==> src/rtl/host_loader_pkg.sv <==
// Shared types and default sizing for the host-side loader and the neuron core it feeds.
// Optional replay support is selected with HOST_LOADER_REPLAY_EN.
package host_loader_pkg;

  localparam int DATA_W_DEF         = 8;
  localparam int THR_W_DEF          = 16;
  localparam int DEPTH_DEF          = 64;
  localparam int COMPUTE_CYCLES_DEF = 64;
  localparam int RES_W_DEF          = 16;

  typedef enum logic [2:0] {
    IDLE,
    FILL,
    BURST,
    THRESH,
    WAIT,
    CAPTURE,
    RESULT,
    RELEASE
  } loader_state_t;

endpackage

==> src/rtl/loader_buffer.sv <==
// DEPTH x DATA_W staging buffer: one synchronous write port, one combinational read port.
// With HOST_LOADER_REPLAY_EN the contents reset to zero so an early replay is well defined.
module loader_buffer #(
  parameter int DATA_W = 8,
  parameter int DEPTH  = 64,
  parameter int ADDR_W = $clog2(DEPTH)
) (
  input  logic              clk,
`ifdef HOST_LOADER_REPLAY_EN
  input  logic              rst,
`endif
  input  logic              we,
  input  logic [ADDR_W-1:0] wr_addr,
  input  logic [DATA_W-1:0] wr_data,
  input  logic [ADDR_W-1:0] rd_addr,
  output logic [DATA_W-1:0] rd_data
);

  logic [DATA_W-1:0] mem_q [DEPTH];
  logic [DATA_W-1:0] mem_d [DEPTH];

  always_comb begin
    mem_d = mem_q;
    if (we) mem_d[wr_addr] = wr_data;
  end

`ifdef HOST_LOADER_REPLAY_EN
  always_ff @(posedge clk or posedge rst) begin
    if (rst) begin
      for (int i = 0; i < DEPTH; i++) mem_q[i] <= '0;
    end else begin
      mem_q <= mem_d;
    end
  end
`else
  always_ff @(posedge clk) begin
    mem_q <= mem_d;
  end
`endif

  assign rd_data = mem_q[rd_addr];

endmodule

==> src/rtl/host_loader.sv <==
// Host-side initiator: buffers DEPTH source words, replays them as a gap-free burst into the
// neuron core, hands over the threshold, waits out compute and returns the result.
// Define HOST_LOADER_REPLAY_EN to add the `replay` input (re-burst the previous buffer).
module host_loader
  import host_loader_pkg::*;
#(
  parameter int DATA_W         = DATA_W_DEF,
  parameter int THR_W          = THR_W_DEF,
  parameter int DEPTH          = DEPTH_DEF,
  parameter int COMPUTE_CYCLES = COMPUTE_CYCLES_DEF,
  parameter int RES_W          = RES_W_DEF
) (
  input  logic              clk,
  input  logic              rst,
  input  logic              start,
`ifdef HOST_LOADER_REPLAY_EN
  input  logic              replay,
`endif
  input  logic [THR_W-1:0]  thr_in,
  input  logic              in_valid,
  output logic              in_ready,
  input  logic [DATA_W-1:0] in_data,
  output logic              chip_sel,
  output logic              wr_en,
  output logic [DATA_W-1:0] wr_data,
  output logic [THR_W-1:0]  thr_data,
  output logic              threshold_ready,
  input  logic [RES_W-1:0]  chip_result,
  output logic              res_valid,
  input  logic              res_ready,
  output logic [RES_W-1:0]  res_data,
  output logic              busy
);

  localparam int CNT_W  = $clog2(DEPTH);
  localparam int WAIT_W = $clog2(COMPUTE_CYCLES + 1);
  localparam logic [CNT_W-1:0]  CNT_LAST  = CNT_W'(DEPTH - 1);
  localparam logic [WAIT_W-1:0] WAIT_LAST = WAIT_W'(COMPUTE_CYCLES - 1);

  loader_state_t     state_q, state_d;
  logic [CNT_W-1:0]  fill_cnt_q, fill_cnt_d;
  logic [CNT_W-1:0]  burst_cnt_q, burst_cnt_d;
  logic [WAIT_W-1:0] wait_cnt_q, wait_cnt_d;
  logic [THR_W-1:0]  thr_lat_q, thr_lat_d;
  logic              chip_sel_q, chip_sel_d;
  logic              wr_en_q, wr_en_d;
  logic [DATA_W-1:0] wr_data_q, wr_data_d;
  logic [THR_W-1:0]  thr_data_q, thr_data_d;
  logic              threshold_ready_q, threshold_ready_d;
  logic              in_ready_q, in_ready_d;
  logic              res_valid_q, res_valid_d;
  logic [RES_W-1:0]  res_data_q, res_data_d;
  logic              busy_q, busy_d;

  logic              fill_fire;
  logic              res_fire;
  logic [DATA_W-1:0] buf_rd_data;

  assign fill_fire = in_valid & in_ready_q;
  assign res_fire  = res_valid_q & res_ready;

  // Read address tracks the next burst index so wr_data is registered alongside wr_en.
  loader_buffer #(
    .DATA_W (DATA_W),
    .DEPTH  (DEPTH),
    .ADDR_W (CNT_W)
  ) u_buffer (
    .clk     (clk),
`ifdef HOST_LOADER_REPLAY_EN
    .rst     (rst),
`endif
    .we      (fill_fire),
    .wr_addr (fill_cnt_q),
    .wr_data (in_data),
    .rd_addr (burst_cnt_d),
    .rd_data (buf_rd_data)
  );

  always_comb begin
    state_d     = state_q;
    fill_cnt_d  = fill_cnt_q;
    burst_cnt_d = burst_cnt_q;
    wait_cnt_d  = wait_cnt_q;
    thr_lat_d   = thr_lat_q;

    case (state_q)
      IDLE: begin
        if (start) begin
          thr_lat_d = thr_in;
          state_d   = FILL;
        end
`ifdef HOST_LOADER_REPLAY_EN
        else if (replay) begin
          thr_lat_d = thr_in;
          state_d   = BURST;
        end
`endif
      end
      FILL: begin
        if (fill_fire) begin
          if (fill_cnt_q == CNT_LAST) begin
            fill_cnt_d = '0;
            state_d    = BURST;
          end else begin
            fill_cnt_d = fill_cnt_q + 1'b1;
          end
        end
      end
      BURST: begin
        if (burst_cnt_q == CNT_LAST) begin
          burst_cnt_d = '0;
          state_d     = THRESH;
        end else begin
          burst_cnt_d = burst_cnt_q + 1'b1;
        end
      end
      THRESH: state_d = WAIT;
      WAIT: begin
        if (wait_cnt_q == WAIT_LAST) begin
          wait_cnt_d = '0;
          state_d    = CAPTURE;
        end else begin
          wait_cnt_d = wait_cnt_q + 1'b1;
        end
      end
      CAPTURE: state_d = RESULT;
      RESULT:  if (res_fire) state_d = RELEASE;
      RELEASE: state_d = IDLE;
      default: state_d = IDLE;
    endcase

    // Outputs are decoded from the next state so every port comes straight from a flop.
    in_ready_d        = (state_d == FILL);
    chip_sel_d        = state_d inside {BURST, THRESH, WAIT, CAPTURE, RESULT};
    wr_en_d           = (state_d == BURST);
    wr_data_d         = (state_d == BURST) ? buf_rd_data : '0;
    threshold_ready_d = (state_d == THRESH);
    thr_data_d        = (state_d == THRESH) ? thr_lat_q : thr_data_q;
    res_valid_d       = (state_d == RESULT);
    res_data_d        = (state_q == CAPTURE) ? chip_result : res_data_q;
    busy_d            = (state_d != IDLE);
  end

  always_ff @(posedge clk or posedge rst) begin
    if (rst) begin
      state_q           <= IDLE;
      fill_cnt_q        <= '0;
      burst_cnt_q       <= '0;
      wait_cnt_q        <= '0;
      thr_lat_q         <= '0;
      chip_sel_q        <= 1'b0;
      wr_en_q           <= 1'b0;
      wr_data_q         <= '0;
      thr_data_q        <= '0;
      threshold_ready_q <= 1'b0;
      in_ready_q        <= 1'b0;
      res_valid_q       <= 1'b0;
      res_data_q        <= '0;
      busy_q            <= 1'b0;
    end else begin
      state_q           <= state_d;
      fill_cnt_q        <= fill_cnt_d;
      burst_cnt_q       <= burst_cnt_d;
      wait_cnt_q        <= wait_cnt_d;
      thr_lat_q         <= thr_lat_d;
      chip_sel_q        <= chip_sel_d;
      wr_en_q           <= wr_en_d;
      wr_data_q         <= wr_data_d;
      thr_data_q        <= thr_data_d;
      threshold_ready_q <= threshold_ready_d;
      in_ready_q        <= in_ready_d;
      res_valid_q       <= res_valid_d;
      res_data_q        <= res_data_d;
      busy_q            <= busy_d;
    end
  end

  assign in_ready        = in_ready_q;
  assign chip_sel        = chip_sel_q;
  assign wr_en           = wr_en_q;
  assign wr_data         = wr_data_q;
  assign thr_data        = thr_data_q;
  assign threshold_ready = threshold_ready_q;
  assign res_valid       = res_valid_q;
  assign res_data        = res_data_q;
  assign busy            = busy_q;

endmodule

==> config.mk <==
export PLATFORM = sky130hd
export DESIGN_NAME = host_loader
export DESIGN_NICKNAME = d
export VERILOG_FILES = /design/src/rtl/host_loader_pkg.sv /design/src/rtl/loader_buffer.sv /design/src/rtl/host_loader.sv
export SDC_FILE = /design/constraint.sdc
export NUM_CORES = 1
export LEC_CHECK = 0
export CELL_PAD_IN_SITES_DETAIL_PLACEMENT = 0
export CELL_PAD_IN_SITES_GLOBAL_PLACEMENT = 2
export CORE_MARGIN = 2
export CORE_UTILIZATION = 38
export DETAILED_ROUTE_END_ITERATION = 16
export DONT_BUFFER_PORTS = 1
export PLACE_DENSITY_LB_ADDON = 0.12
export SETUP_SLACK_MARGIN = 0.2
export SYNTH_ARGS = -nofsm -noshare
export SYNTH_HDL_FRONTEND = slang
export SYNTH_SLANG_ARGS = --single-unit
==> constraint.sdc <==
create_clock -name clk -period 3.55 [get_ports clk]
set_input_delay 0.5325 -clock clk [delete_from_list [all_inputs] [get_ports clk]]
set_output_delay 0.5325 -clock clk [all_outputs]
set_load 0.1 [all_outputs]
==> metrics.txt, run 1 <==
die footprint=67000 um2; Max-slew headroom=27.9%; crit path launch type=register; dpl ws=0.0439 ns; Peak supply drop=601 uV; Hold Path Class=primary input to register; Switching Fraction=34.1%; syn nets=1902; P_int=13.6 mW; DRT iter0 DRCs=1102; placed cell areas=26200 um2; Setup violations, final=0; CTS sink count=596; CP arrival=3.74 ns; final worst-path setup slack=0.300 ns; RSZ-0062 raised after global routing=yes; Mapped Cells=1854; Overall Power=20.6 mW; Post-Syn Area=24700 um2; residual DRC count=0; Core Box Area=64300 um2; register area share after synthesis=70.8%; Max stage delay cell, worst path=or3b_2; CTS tree=yes; Inserted Diodes=0; clock buffer count from CTS=70; pwr/cell area=722 nW/um2; Post-synth EDFFs=512; max-slew violations=0; crit path max fanout=18; global placement routability congestion=0.793; CP Buf/Inv Count=4; clk slew on worst S/H paths=0.06 ns; clk root buf=clkbuf_16; WS Path Type=register to register; Reg power frac=44.6%; design area=28600 um2; drt pass-1 iters=5; worst stage delay on the critical path=0.54 ns; Mean Syn Cell Area=13.3 um2; row cnt=93; worst endpoint required time=4.04 ns; CP endpoint kind=register; via count=15700; Routed Antenna Nets=0; status=completed; global-route wire length before repair=107000 um; top_reg_cell synth=edfxtp_1; Gate power share=22.1%; CTS H-tree lvls=3; DR vias/cell=5.55; critical-path cell list=or3b_2 -> buf_4 -> nand2_1 -> and2_4 -> clkinv_8 -> mux2_1 -> a221oi_1 -> nor4_1 -> buf_4 -> o41ai_2 -> buf_4 -> o32ai_1; Routed WL=72400 um; largest net degree at the start of global routing=83; Leak=10.1 nW; Max Cap Viol=0; Hold Vio Cnt, Final=0; CP delay by family, top=simple AND/OR/NAND/NOR gates; die width=259 um; Area growth, synth to finish=15.7%; I/O Pins=91; number of global-route vias before repair=15600; Synth Register Bits=596; postcts setup bufs=0; fmax=308 MHz; Fin Clk Skew=0.0273 ns; hpwl dp=43300 um; yosys warns=0; overflow left after global routing=0; most used cell along the critical path=buf_4; fin nets=1981; clk_lat worst skew=0.63 ns; IO Port Bufs=0; Final Cycle Share=91.5%; Initial Utilization=38.4%; clk buf depth=3; final worst path period need=3.25 ns; P_sw=7.03 mW; share of layout cells above drive strength 1=16.0%; initial antenna violation count=0; Worst Hold Slack=0.0301 ns; asr flop ratio synth=14.1%; Die H=259 um; unique cell type count in the Yosys netlist=64; Worst Max-Slew Pin Slew=1.08 ns; GRT Overall Usage=21.8%; fin util=44.4%; average routed wire per standard cell=25.5 um; Clock power frac=33.3%
[placed cells by master (no fill, tap or decap), types with 9 or more instances in the layout]
cell type  netlist  final
mux2_2          53     53
a21oi_1         45     44
nand2_1        425    425
and3_1          74     74
clkbuf_16        0     72
a311oi_1        35     34
o22ai_1         16     16
a31o_1          13     13
dfrtp_1         84     83
a31oi_1         38     37
mux4_2          12     12
edfxtp_1       512    512
o31ai_1         11     10
or3_1           11     11
mux2i_1         17     16
nand3_1         50     50
clkinv_2         0     12
clkbuf_1        80     18
and2_1          10      9
nor3_1           9      9
o21ai_0         31     31
a211oi_1        52     51
buf_4            4    113
a221oi_1        18     17
nor2_1         101     99
[sequential cells by signal, indices dropped and copies added (netlist names), 3 cells and up]
name,cells
u_buffer.mem_q,512
res_data,16
thr_data,16
thr_lat_q,16
wr_data,8
wait_cnt_q,7
burst_cnt_q,6
fill_cnt_q,6
state_q,3
[layer usage]
metal | global-route usage, % | share of wire (%)
met5 | 0 | 0
met1 | 30.4 | 45
met4 | 5.72 | 1.7
met3 | 3.23 | 4.7
met2 | 35.6 | 49
[power groups by stage]
stage,combinational (mW),sequential (mW),clock [mW]
final,4.56,9.20,6.87
after global routing,4.97,9.25,7.28
after CTS,4.56,9.21,7.00
after detailed placement,4.52,9.35,0
after global placement,4.51,9.35,0
after floorplan,3.06,9.30,0
[final timing paths]
| kind | from | to | slack [ns] | cells after the start |
|---|---|---|---|---|
| max | state_q[2] | wr_data[2] | 0.30 | 12 |
| min | in_data[4] | u_buffer.mem_q[92] | 0.03 | 0 |
| max reg2reg | state_q[2] | wr_data[2] | 0.30 | 12 |
| min reg2reg | wait_cnt_q[6] | wait_cnt_q[6] | 0.50 | 1 |
| max in group asynchronous | rst | thr_lat_q[4] | 2.17 | 3 |
| min in group asynchronous | rst | res_data[5] | 0.57 | 2 |
[cell usage after synthesis (all sizes together) (17+ instances only)]
cell | count | area [um2]
edfxtp | 512 | 15400
nand2 | 425 | 1600
nor2 | 101 | 379
dfrtp | 84 | 2100
clkbuf | 80 | 300
and3 | 74 | 463
mux2 | 58 | 653
a211oi | 52 | 390
nand3 | 50 | 250
a21oi | 45 | 225
buf | 44 | 343
a31oi | 38 | 238
a311oi | 35 | 307
o21ai | 35 | 175
a221oi | 18 | 158
mux2i | 17 | 170
[logic make-up (layout without fill, tap and decap cells)]
| family | count (synthesis) | after routing | share of synthesized area (%) |
|---|---|---|---|
| AND/OR/NAND/NOR | 711 | 711 | 12.5 |
| multiplexers | 87 | 87 | 4.43 |
| XOR/XNOR | 10 | 10 | 0.355 |
| flip-flops | 596 | 596 | 70.8 |
| adder cells (fa/ha/maj) | 3 | 3 | 0.152 |
| AO/OA/AOI/OAI | 314 | 314 | 9.05 |
| buffers and inverters | 133 | 263 | 2.76 |
[final cells by class]
type / instances / area [um2]
clock buffer: 94 / 1910
tap: 855 / 1070
sequential: 596 / 17500
fill: 5876 / 35800
inverter: 9 / 51.3
timing repair buffer: 131 / 1140
clock inverter: 29 / 253
multi-input combinational: 1125 / 6660
[repair_timing]
action | CTS | global route
hold buffers | 4 | 2
resized for setup | 4 | 12
endpoints found under the setup margin | 6 | 7
hold endpoints to repair | 71 | 5
gates cloned | 0 | 1
[worst register-to-register path: stages (launching register included)]
cell and delay (ns):
dfrtp_1 0.40, or3b_2 0.54, buf_4 0.20, nand2_1 0.09, and2_4 0.23, clkinv_8 0.17
mux2_1 0.36, a221oi_1 0.35, nor4_1 0.10, buf_4 0.16, o41ai_2 0.24, buf_4 0.20
o32ai_1 0.08
[stage by stage]
step,cells,TNS (ns)
3_3_place_gp,2709,-0.0785
2_1_floorplan,1854,0
4_1_cts,2836,0
3_5_place_dp,2709,0
5_1_grt,2839,0
6_report,2839,0
(Power assumes the default switching activity.)
==> run 2, diff against run 1 <==
- PLACE_DENSITY_LB_ADDON: 0.12 -> 0.25
- SYNTH_HIERARCHICAL: unset -> 1
==> run 2 against run 1 <==
Register-to-register slack got worse by 0.03 ns. Critical path depth increased by 1. Synthesized cell count decreased by 37%. Hold slack improved by 0.017 ns. Sequential share of layout area increased by 2.9 points. Combinational power increased by 18%. Sequential power increased by 1%. Clock-buffer cell count decreased by 10. Setup slack got worse by 0.031 ns. Critical endpoint is now wr_data[6]. Global-route usage decreased by 4.3 points. Cell area decreased by 4.6%. Core utilization increased by 0.67 points.
==> metrics.txt, run 2 <==
pwr/cell area=768 nW/um2; mux cell area share after synthesis=16.1%; average routed wire per standard cell=25.8 um; residual DRC count=0; Mean Syn Cell Area=20.1 um2; XOR/XNOR Fraction of Synth Area=0.414%; Hold Path Class=primary input to register; CTS H-tree lvls=2; hpwl dp=32600 um; share of layout cells above drive strength 1=29.4%; Synth area leaders=edfxtp_1 66%, mux4_2 12%, dfrtp_1 9.0%; Final Cycle Share=92.4%; max reg flops=512; asr flop ratio synth=14.1%; clk_lat worst skew=0.64 ns; DR vias/cell=5.38; Initial Utilization=38.5%; Fin Clk Skew=0.0290 ns; post-synth top area share=66.0%; row cnt=90; adder-cell share of the synthesized area=0.161%; most common cell after layout, fill and taps aside=edfxtp_1; global-route wire length before repair=81000 um; fin util=45.1%; crit path launch type=register; Inserted Diodes=0; largest family of logic cells by synthesized area=multiplexers; clk buf depth=3; CTS tree=yes; WS Path Type=register to register; complex-gate fraction of the synthesized area=2.50%; DRT iter0 DRCs=914; register area share after synthesis=75.1%; largest net degree at the start of global routing=62; Routed WL=54900 um; most flop-heavy register=u_buffer/mem_q; Core Box Area=60500 um2; CP arrival=3.79 ns; drt pass-1 iters=7; Peak supply drop=531 uV; status=completed; die width=252 um; die footprint=63300 um2; Filler cells=5193; syn nets=1207; final worst path period need=3.28 ns; unique cell type count in the Yosys netlist=55; crit path max fanout=9; Max-slew headroom=25.7%; fmax=305 MHz; worst endpoint required time=4.06 ns; overflow left after global routing=0; Die H=252 um; fin nets=1340; IO Port Bufs=0; GRT Overall Usage=17.5%; via count=11400; CTS sink count=596; I/O Pins=91; Setup violations, final=0; clk slew on worst S/H paths=0.06 ns; Fin Setup TNS=0 ns; Worst Max-Slew Pin Slew=1.11 ns; Post-Syn Area=23300 um2; post-synthesis simple-gate area fraction=4.22%; commonest cells in the netlist=512 x edfxtp_1, 120 x mux4_2, 90 x nor2_1; CP endpoint kind=register; Worst Hold Slack=0.0471 ns; Hold Vio Cnt, Final=0; RSZ-0062 raised after global routing=yes; initial antenna violation count=1; yosys warns=6; Leak=8.91 nW; Post-synth EDFFs=512; commonest non-fill, non-tap cells in the layout=512 x edfxtp_1, 120 x mux4_2, 89 x nor2_1, 86 x buf_4, 84 x dfrtp_1; clock buffer count from CTS=61; Area growth, synth to finish=17.1%; Synth Register Bits=596; max-slew violations=0; Max Cap Viol=0; number of global-route vias before repair=11800; Routed Antenna Nets=0; count leader, synth=edfxtp_1; Yosys top cell by area=edfxtp_1; top_reg_cell synth=edfxtp_1; clk root buf=clkbuf_16; global placement routability congestion=0.790; Mapped Cells=1159
[run 2: cell types whose count changed in the layout (fill, tap and decap cells not counted), sizes merged, moves of 17 or more]
cell	delta
buf	-17
nand2	-391
and3	-71
a311oi	-35
a21oi	-27
a221oi	-18
a211oi	-51
nand3	-37
a31oi	-36
o21ai	-19
mux4	+116
[run 2: cell type report]
type	instances	area, um2	share of cell area, %
sequential	596	17500	64.1
multi-input combinational	501	5500	20.2
timing repair buffer	128	1310	4.81
clock buffer	84	1700	6.25
clock inverter	29	265	0.973
tap	782	978	3.59
inverter	4	16.3	0.0597
[run 2: kinds of logic (layout without fill, tap and decap cells)]
logic type,after synthesis,count (layout)
XOR/XNOR,11,11
buffers and inverters,62,245
flip-flops,596,596
adder cells (fa/ha/maj),3,3
multiplexers,205,205
AO/OA/AOI/OAI,90,90
AND/OR/NAND/NOR,192,192
[run 2: per-layer routing]
metal | track usage, % | routed length, um | vias up
met5 | 0 | 0 | -
met4 | 5.12 | 1210 | 0
met3 | 2.93 | 2590 | 66
met2 | 27.5 | 25900 | 289
met1 | 25.0 | 25200 | 6098
li1 | - | - | 4971
[run 2: path summary, 6_finish.rpt]
| path | from | to | slack, ns | cells past startpoint |
|---|---|---|---|---|
| setup / recovery | burst_cnt_q[0] | wr_data[6] | 0.27 | 13 |
| hold / removal | thr_in[13] | thr_lat_q[13] | 0.05 | 1 |
| setup reg to reg | burst_cnt_q[0] | wr_data[6] | 0.27 | 13 |
| hold reg to reg | thr_lat_q[6] | thr_lat_q[6] | 0.49 | 1 |
| max in group asynchronous | rst | thr_lat_q[3] | 2.38 | 3 |
| min in group asynchronous | rst | thr_data[13] | 0.40 | 2 |
[run 2: where the power goes]
group / internal (mW) / total, mW / leakage, nW / switching [mW]
clock network: 3.57 / 6.23 / 0.965 / 2.66
registers: 7.93 / 9.29 / 5.67 / 1.36
logic: 2.73 / 5.39 / 2.28 / 2.66
total: 14.2 / 20.9 / 8.91 / 6.68
[run 2: through the flow]
stage | total power, mW | instance area [um2] | instances | setup slack [ns]
floorplan | 13.1 | 23300 | 1159 | 0.342
global placement | 14.5 | 24700 | 1973 | 0.259
detailed placement | 14.5 | 24700 | 1973 | 0.214
CTS | 20.9 | 27100 | 2114 | 0.243
global route | 21.8 | 27300 | 2124 | 0.192
finish | 20.9 | 27300 | 2124 | 0.269
[run 2: repair_timing]
action / CTS / global route
gates resized for setup: 1 / 3
pin swaps: 0 / 2
endpoints found under the hold margin: 425 / 0
setup endpoints to repair: 1 / 7
hold buffers: 28 / 0
cloned: 0 / 1
buffers inserted: 0 / 9
[run 2: worst max-delay path, cell delays in order (launching register included)]
cell     delay, ns
dfrtp_1       0.40
ha_1          0.21
and3_1        0.20
and4_4        0.20
nor2_4        0.10
buf_12        0.15
buf_12        0.16
mux4_1        0.62
mux2_2        0.33
a21oi_1       0.21
o21ai_1       0.13
a32o_1        0.30
nand2_1       0.08
nor3_2        0.05
==> run 3, diff against run 2 <==
- ABC_AREA: unset -> 0
- clock period: 3.55 -> 4.19 ns (I/O delays scaled with it)
==> run 3 against run 2 <==
Non-clock buffer count down 53. Global-route usage decreased by 0.22 points. First-iteration DRC count shrank 9.0%. Clock-buffer cell count up 3. Critical path depth is 3 lower. Core utilization is 0.94 points lower. Final cell count decreased by 2.3%. Sequential share of layout area increased by 1.4 points. Combinational power down 22%. Flip-flop and latch count unchanged. Largest cell class unchanged.
==> metrics.txt, run 3 (synthesized netlist as in run 2, its figures left out) <==
Setup violations, final=0; most common cell after layout, fill and taps aside=edfxtp_1; design area=26700 um2; CTS sink count=596; Routed WL=53800 um; Leak=8.62 nW; die footprint=63300 um2; IO Port Bufs=0; commonest non-fill, non-tap cells in the layout=512 x edfxtp_1, 120 x mux4_2, 89 x nor2_1, 84 x dfrtp_1, 69 x clkbuf_16; DR vias/cell=5.48; final worst-path setup slack=0.596 ns; worst reg2reg setup slack=0.60 ns; Multi-input gate area=5490 um2; worst endpoint required time=4.66 ns; WS Path Type=register to register; crit path max fanout=47; number of global-route vias before repair=11800; Max Cap Viol=0; pwr/cell area=659 nW/um2; reg2reg path depth=10; Worst Setup SP=state_q[0]; crit path launch type=register; Peak supply drop=508 uV; Core Box Area=60500 um2; max reg flops=512; share of layout cells above drive strength 1=27.8%; initial antenna violation count=0; most flop-heavy register=u_buffer/mem_q; CP arrival=4.07 ns; Hold Path Class=primary input to async pin; Filler cells=5178; via count=11400; hold-fix buffers at CTS=0; Post-CTS Resized=0; clk buf depth=3; final worst path period need=3.59 ns; RSZ-0062 raised after global routing=no; Final Cycle Share=85.8%; die width=252 um; CTS tree=yes; drt pass-1 iters=5; placed cell areas=24600 um2; residual DRC count=0; reg2reg end=wr_data[2]; Critical R2R Launch=state_q[0]; overflow left after global routing=0; status=completed; Fin Setup TNS=0 ns; hpwl dp=32100 um; global-route wire length before repair=79400 um; max-slew violations=0; Die H=252 um; Routed Antenna Nets=0; Max-slew headroom=31.4%; Hold Vio Cnt, Final=0; clock buffer count from CTS=66; fmax=278 MHz; clk slew on worst S/H paths=0.06 ns; clk_lat worst skew=0.61 ns; register area=17500 um2; clk root buf=clkbuf_16; postcts setup bufs=0; average routed wire per standard cell=25.9 um; Initial Utilization=38.5%; Fin Clk Skew=0.0203 ns; dpl ws=0.573 ns; fin nets=1292; CP endpoint kind=register; I/O Pins=91; row cnt=90; CP endpoint=wr_data[2]; Area growth, synth to finish=14.6%; global placement routability congestion=0.777; CTS H-tree lvls=3; DRT iter0 DRCs=832; Worst Max-Slew Pin Slew=1.03 ns; GRT Overall Usage=17.2%; largest net degree at the start of global routing=65
-- run 3: metrics by stage --
stage	util, %	power (mW)	hold slack (ns)	instances
2_1_floorplan	-	11.1	0.452	1159
3_3_place_gp	40.7	12.3	0.468	1958
3_5_place_dp	40.7	12.3	0.476	1958
4_1_cts	44.1	17.9	0.0956	2075
5_1_grt	44.1	18.3	0.0977	2075
6_report	44.1	17.6	0.125	2076
-- run 3: metal layers --
layer  vias up  track usage (%)  wire length, um
met2       319             27.2            25700
li1       4890                -                -
met3        75             3.95             3350
met5         -                0                0
met1      6088             23.8            23800
met4         0             5.49             1070
-- run 3: where the power goes --
part	switching (mW)	total, mW	internal [mW]
Sequential	1.16	7.88	6.72
Clock	2.31	5.52	3.22
Combinational	2.10	4.19	2.09
-- run 3: worst min path at each step --
stage                          endpoint  slack, ns
floorplan                  thr_lat_q[6]       0.45
global placement           thr_lat_q[0]       0.47
detailed placement         thr_lat_q[6]       0.48
CTS                 u_buffer/mem_q[274]        0.1
global route         u_buffer/mem_q[68]        0.1
finish                    thr_lat_q[10]       0.13
-- run 3: cell type report --
| cell class | count | area share (%) |
|---|---|---|
| timing repair buffer | 75 | 2.44 |
| inverter | 4 | 0.0610 |
| sequential | 596 | 65.5 |
| clock inverter | 30 | 0.868 |
| antenna | 1 | 0.00938 |
| multi-input combinational | 501 | 20.6 |
| tap | 782 | 3.67 |
| clock buffer | 87 | 6.87 |
-- run 3: worst max-delay path, cell delays in order (launching register included) --
cell and delay (ns):
dfrtp_1 0.51, nor3b_4 0.45, mux2_8 0.59, buf_4 0.34, mux4_1 0.32, mux2_2 0.28, a21oi_1 0.19, o21ai_0 0.23
a32o_1 0.35, nand2_1 0.09, nor3_2 0.05
==> edit 1 (config.mk and constraints of run 1) <==
Build with the macro `HOST_LOADER_REPLAY_EN` defined.
--- a/src/rtl/loader_buffer.sv
+++ b/src/rtl/loader_buffer.sv
@@ -2,2 +2,4 @@
 // With HOST_LOADER_REPLAY_EN the contents reset to zero so an early replay is well defined.
+`define HOST_LOADER_REPLAY_EN
+
 module loader_buffer #(
Ports: changed (added replay); port bits go from 91 to 92. No check against the original RTL was run, so the function may have changed too.
==> edit 1 against run 1 <==
  * Sequential cell count unchanged
  * Non-clock buffer count down 25
  * Clock skew is 0.00057 ns higher
  * Worst setup slack got worse by 0.0085 ns
  * Synthesized cell count up 1.1%
  * Area after synthesis up 8.6%
  * Wire length rose by 1.8%
  * Design area increased by 7.8%
  * Via count increased by 0.33%
  * Largest cell class unchanged
Power is not compared: it rests on default switching activity, and its combinational part moved more than twofold at a synthesized area within 25%.
==> edit 1: results <==
{
  "run_status": "complete, no violations",
  "vias": 15800,
  "place_area_mm2": 0.0284,
  "wl_per_cell_um": 25.3,
  "crit_fanout": 15,
  "ys_top_cells_by_area": "dfrtp_1 (56%), mux2_2 (23%), mux4_2 (9.6%)",
  "fin_nets": 1970,
  "drt-total-wl_um": 73700,
  "ys.flop_type": "dfrtp_1",
  "synthAdderAreaFrac": 0.00140,
  "synthXorXnorAreaFrac": 0.00327,
  "ctsHoldBuffers": 1,
  "dp_cells": 2787,
  "async_reset_ff_frac": 1.00,
  "clock_latency_ns": 0.60,
  "antenna_found_initial": 1,
  "grt_pass1_vias": 17000,
  "slew-limit-headroom": 0.250,
  "dp_slack_ns": 0.208,
  "synth-compound-area-share": 0.0285,
  "cts_root_buffer": "clkbuf_16",
  "io_buffers": 0,
  "grt_max_degree": 116,
  "place_congestion": 0.772,
  "r2r_cells": 12,
  "ys_seq_area_frac": 0.556,
  "track_usage": 0.206,
  "clkTransAtPathRegs_ns": 0.06,
  "skew_ns": 0.0279,
  "drive_gt1_frac": 0.459,
  "ys_types": 65,
  "synth_mux_area_frac": 0.326,
  "post_cts_resized": 1,
  "maxCapViolations": 0,
  "min_path_cells": 1,
  "largest_reg_flops": 512,
  "cp_slowest_cell": "mux4_2",
  "dpl.hpwl_um": 47500,
  "cpPeakStageDelay_ns": 0.49,
  "grt_pass1_wl_um": 113000,
  "cp.arrival_ns": 3.73,
  "syn_inst": 1875,
  "first_iter_violations": 993,
  "fill_cells": 6355,
  "synth_commonest_cells": "dfrtp_1 (596), mux2_2 (545), nand2_1 (165)"
}
## edit 1: cell types whose count changed after synthesis, moves of 21 or more
| cell | change |
|---|---|
| a21oi_1 | -24 |
| nand3_1 | -21 |
| mux4_2 | +102 |
| nor2_1 | -36 |
| o22ai_1 | +22 |
| and3_1 | -67 |
| a31oi_1 | -31 |
| a311oi_1 | -35 |
| a211oi_1 | -52 |
| edfxtp_1 | -512 |
| dfrtp_1 | +512 |
| nand2_1 | -260 |
| mux2_2 | +492 |
## edit 1: cell type report
class	count	area, µm²	share of cell area
well taps	940	1180	0.0382
inverters	8	51.3	0.00167
clock buffers	114	2180	0.0708
multi-input cells	1139	11300	0.368
flip-flops and latches	596	14900	0.484
repair buffers	106	1030	0.0334
diodes	1	2.50	0.0000813
clock inverters	8	119	0.00386
## edit 1: power breakdown
group	internal, mW	switching (mW)	leakage (nW)
clock network	4.38	2.81	1.13
logic	0.0450	0.146	5.22
registers	6.82	0.0815	8.24
total	11.2	3.04	14.6
## edit 1: path summary, 6_finish.rpt
| kind | from | endpoint | slack (ns) |
|---|---|---|---|
| worst min-delay path | chip_result[5] | res_data[5] | 0.08 |
| worst min register to register | thr_lat_q[12] | thr_data[12] | 0.46 |
| max in group asynchronous | rst | res_data[2] | 1.95 |
| min in group asynchronous | rst | u_buffer.mem_q[420] | 0.52 |
| worst max-delay path | burst_cnt_q[1] | wr_data[0] | 0.29 |
| worst max register to register | burst_cnt_q[1] | wr_data[0] | 0.29 |
## edit 1: metal layers
layer	global-route usage	wire length [µm]	vias up
li1	-	-	6944
met1	0.289	34500	8447
met2	0.319	33600	292
met3	0.0419	3110	116
met4	0.0738	2460	0
met5	0	0	-
## edit 1: kinds of logic after synthesis
kind of cell	Yosys count
compound gates	112
xor+xnor	10
fa+ha+maj	3
buf+inv	140
flops	596
mux	663
simple gates	351
==> edit 2 (config.mk and constraints of run 1) <==
Made on the original files. Take the reset off `thr_data_q` and load it in a clocked block of its own.
--- a/src/rtl/host_loader.sv
+++ b/src/rtl/host_loader.sv
@@ -153,3 +153,2 @@
       wr_data_q         <= '0;
-      thr_data_q        <= '0;
       threshold_ready_q <= 1'b0;
@@ -168,3 +167,2 @@
       wr_data_q         <= wr_data_d;
-      thr_data_q        <= thr_data_d;
       threshold_ready_q <= threshold_ready_d;
@@ -175,2 +173,6 @@
     end
+  end
+
+  always_ff @(posedge clk) begin
+    thr_data_q <= thr_data_d;
   end
Behaviour: no difference found for any inputs over 4 cycles, from zero or initial values and one cycle with rst high; that may be too few to reach the edited logic, so the function may still have changed.
==> edit 2 against run 1 <==
  * Sequential cell count unchanged
  * Design area is 1.7% higher
  * Wire length up 6.3%
  * Area after synthesis up 0.45%
  * Critical path type unchanged
  * Critical path depth did not move
  * Worst setup slack worse by 0.036 ns
  * Largest cell class unchanged
Power is not compared: it rests on default switching activity, and its combinational part moved more than twofold at a synthesized area within 25%.
==> edit 2: results <==
{
  "run_status": "complete, no violations",
  "clock_area_frac": 0.0770,
  "timing.rr.start": "burst_cnt_q[1]",
  "gr-usage-met3": 0.0343,
  "first_iter_violations": 1173,
  "highest_layer": "met5",
  "grt_pass1_wl_um": 110000,
  "fill_cells": 5799,
  "synthXorXnorAreaFrac": 0.00242,
  "inverters": 18,
  "skew_ns": 0.0250,
  "via_per_inst": 5.65,
  "grt_pass1_vias": 15400,
  "place_congestion": 0.839,
  "drive_gt1_frac": 0.190,
  "synth_mux_area_frac": 0.0969,
  "route.met3.wl_um": 3510,
  "async_reset_ff_frac": 0.114,
  "met1_length_um": 34300,
  "crit_fanout": 10,
  "syn_nets": 1751,
  "ys_types": 66,
  "min_from": "in_data[6]",
  "cts_setup_buffers": 2,
  "synth_commonest_cells": "edfxtp_1 (528), nand2_1 (195), mux2i_1 (134)",
  "grt_util_met1": 0.313,
  "cts_buffers": 68,
  "grtUsageMet2": 0.375,
  "ys_seq_area_frac": 0.708,
  "slew-limit-headroom": 0.247,
  "dpl.hpwl_um": 45400,
  "clock_buffers": 90,
  "synth-edff-count": 528,
  "track_usage": 0.227,
  "design.seq.count": 596
}
## edit 2: cell types whose count changed after synthesis, sizes merged, moves of 38 or more
cell,before,now
a21oi,45,102
mux2i,17,134
o221ai,7,59
a211oi,52,14
nand2,425,195
and3,74,18
## edit 2: stage by stage
stage	instance area (µm²)	instances	setup WS [ns]
final	29000	2719	0.264
after global routing	29000	2719	0.209
after CTS	29000	2716	0.189
after detailed placement	26600	2584	-0.0918
after global placement	26600	2584	-0.0414
after floorplan	24800	1703	0.335
## edit 2: path summary, 6_finish.rpt
check | end | slack, ns
max reg2reg | wr_data[7] | 0.26
max in group asynchronous | fill_cnt_q[4] | 2.18
min in group asynchronous | thr_lat_q[5] | 0.57
max | wr_data[7] | 0.26
min reg2reg | thr_data[7] | 0.44
min | u_buffer.mem_q[414] | 0.02
## edit 2: kinds of logic after synthesis
family,count (synthesis)
AND/OR/NAND/NOR,437
multiplexers,215
buffers and inverters,127
XOR/XNOR,6
flip-flops,596
adder cells (fa/ha/maj),3
AO/OA/AOI/OAI,319
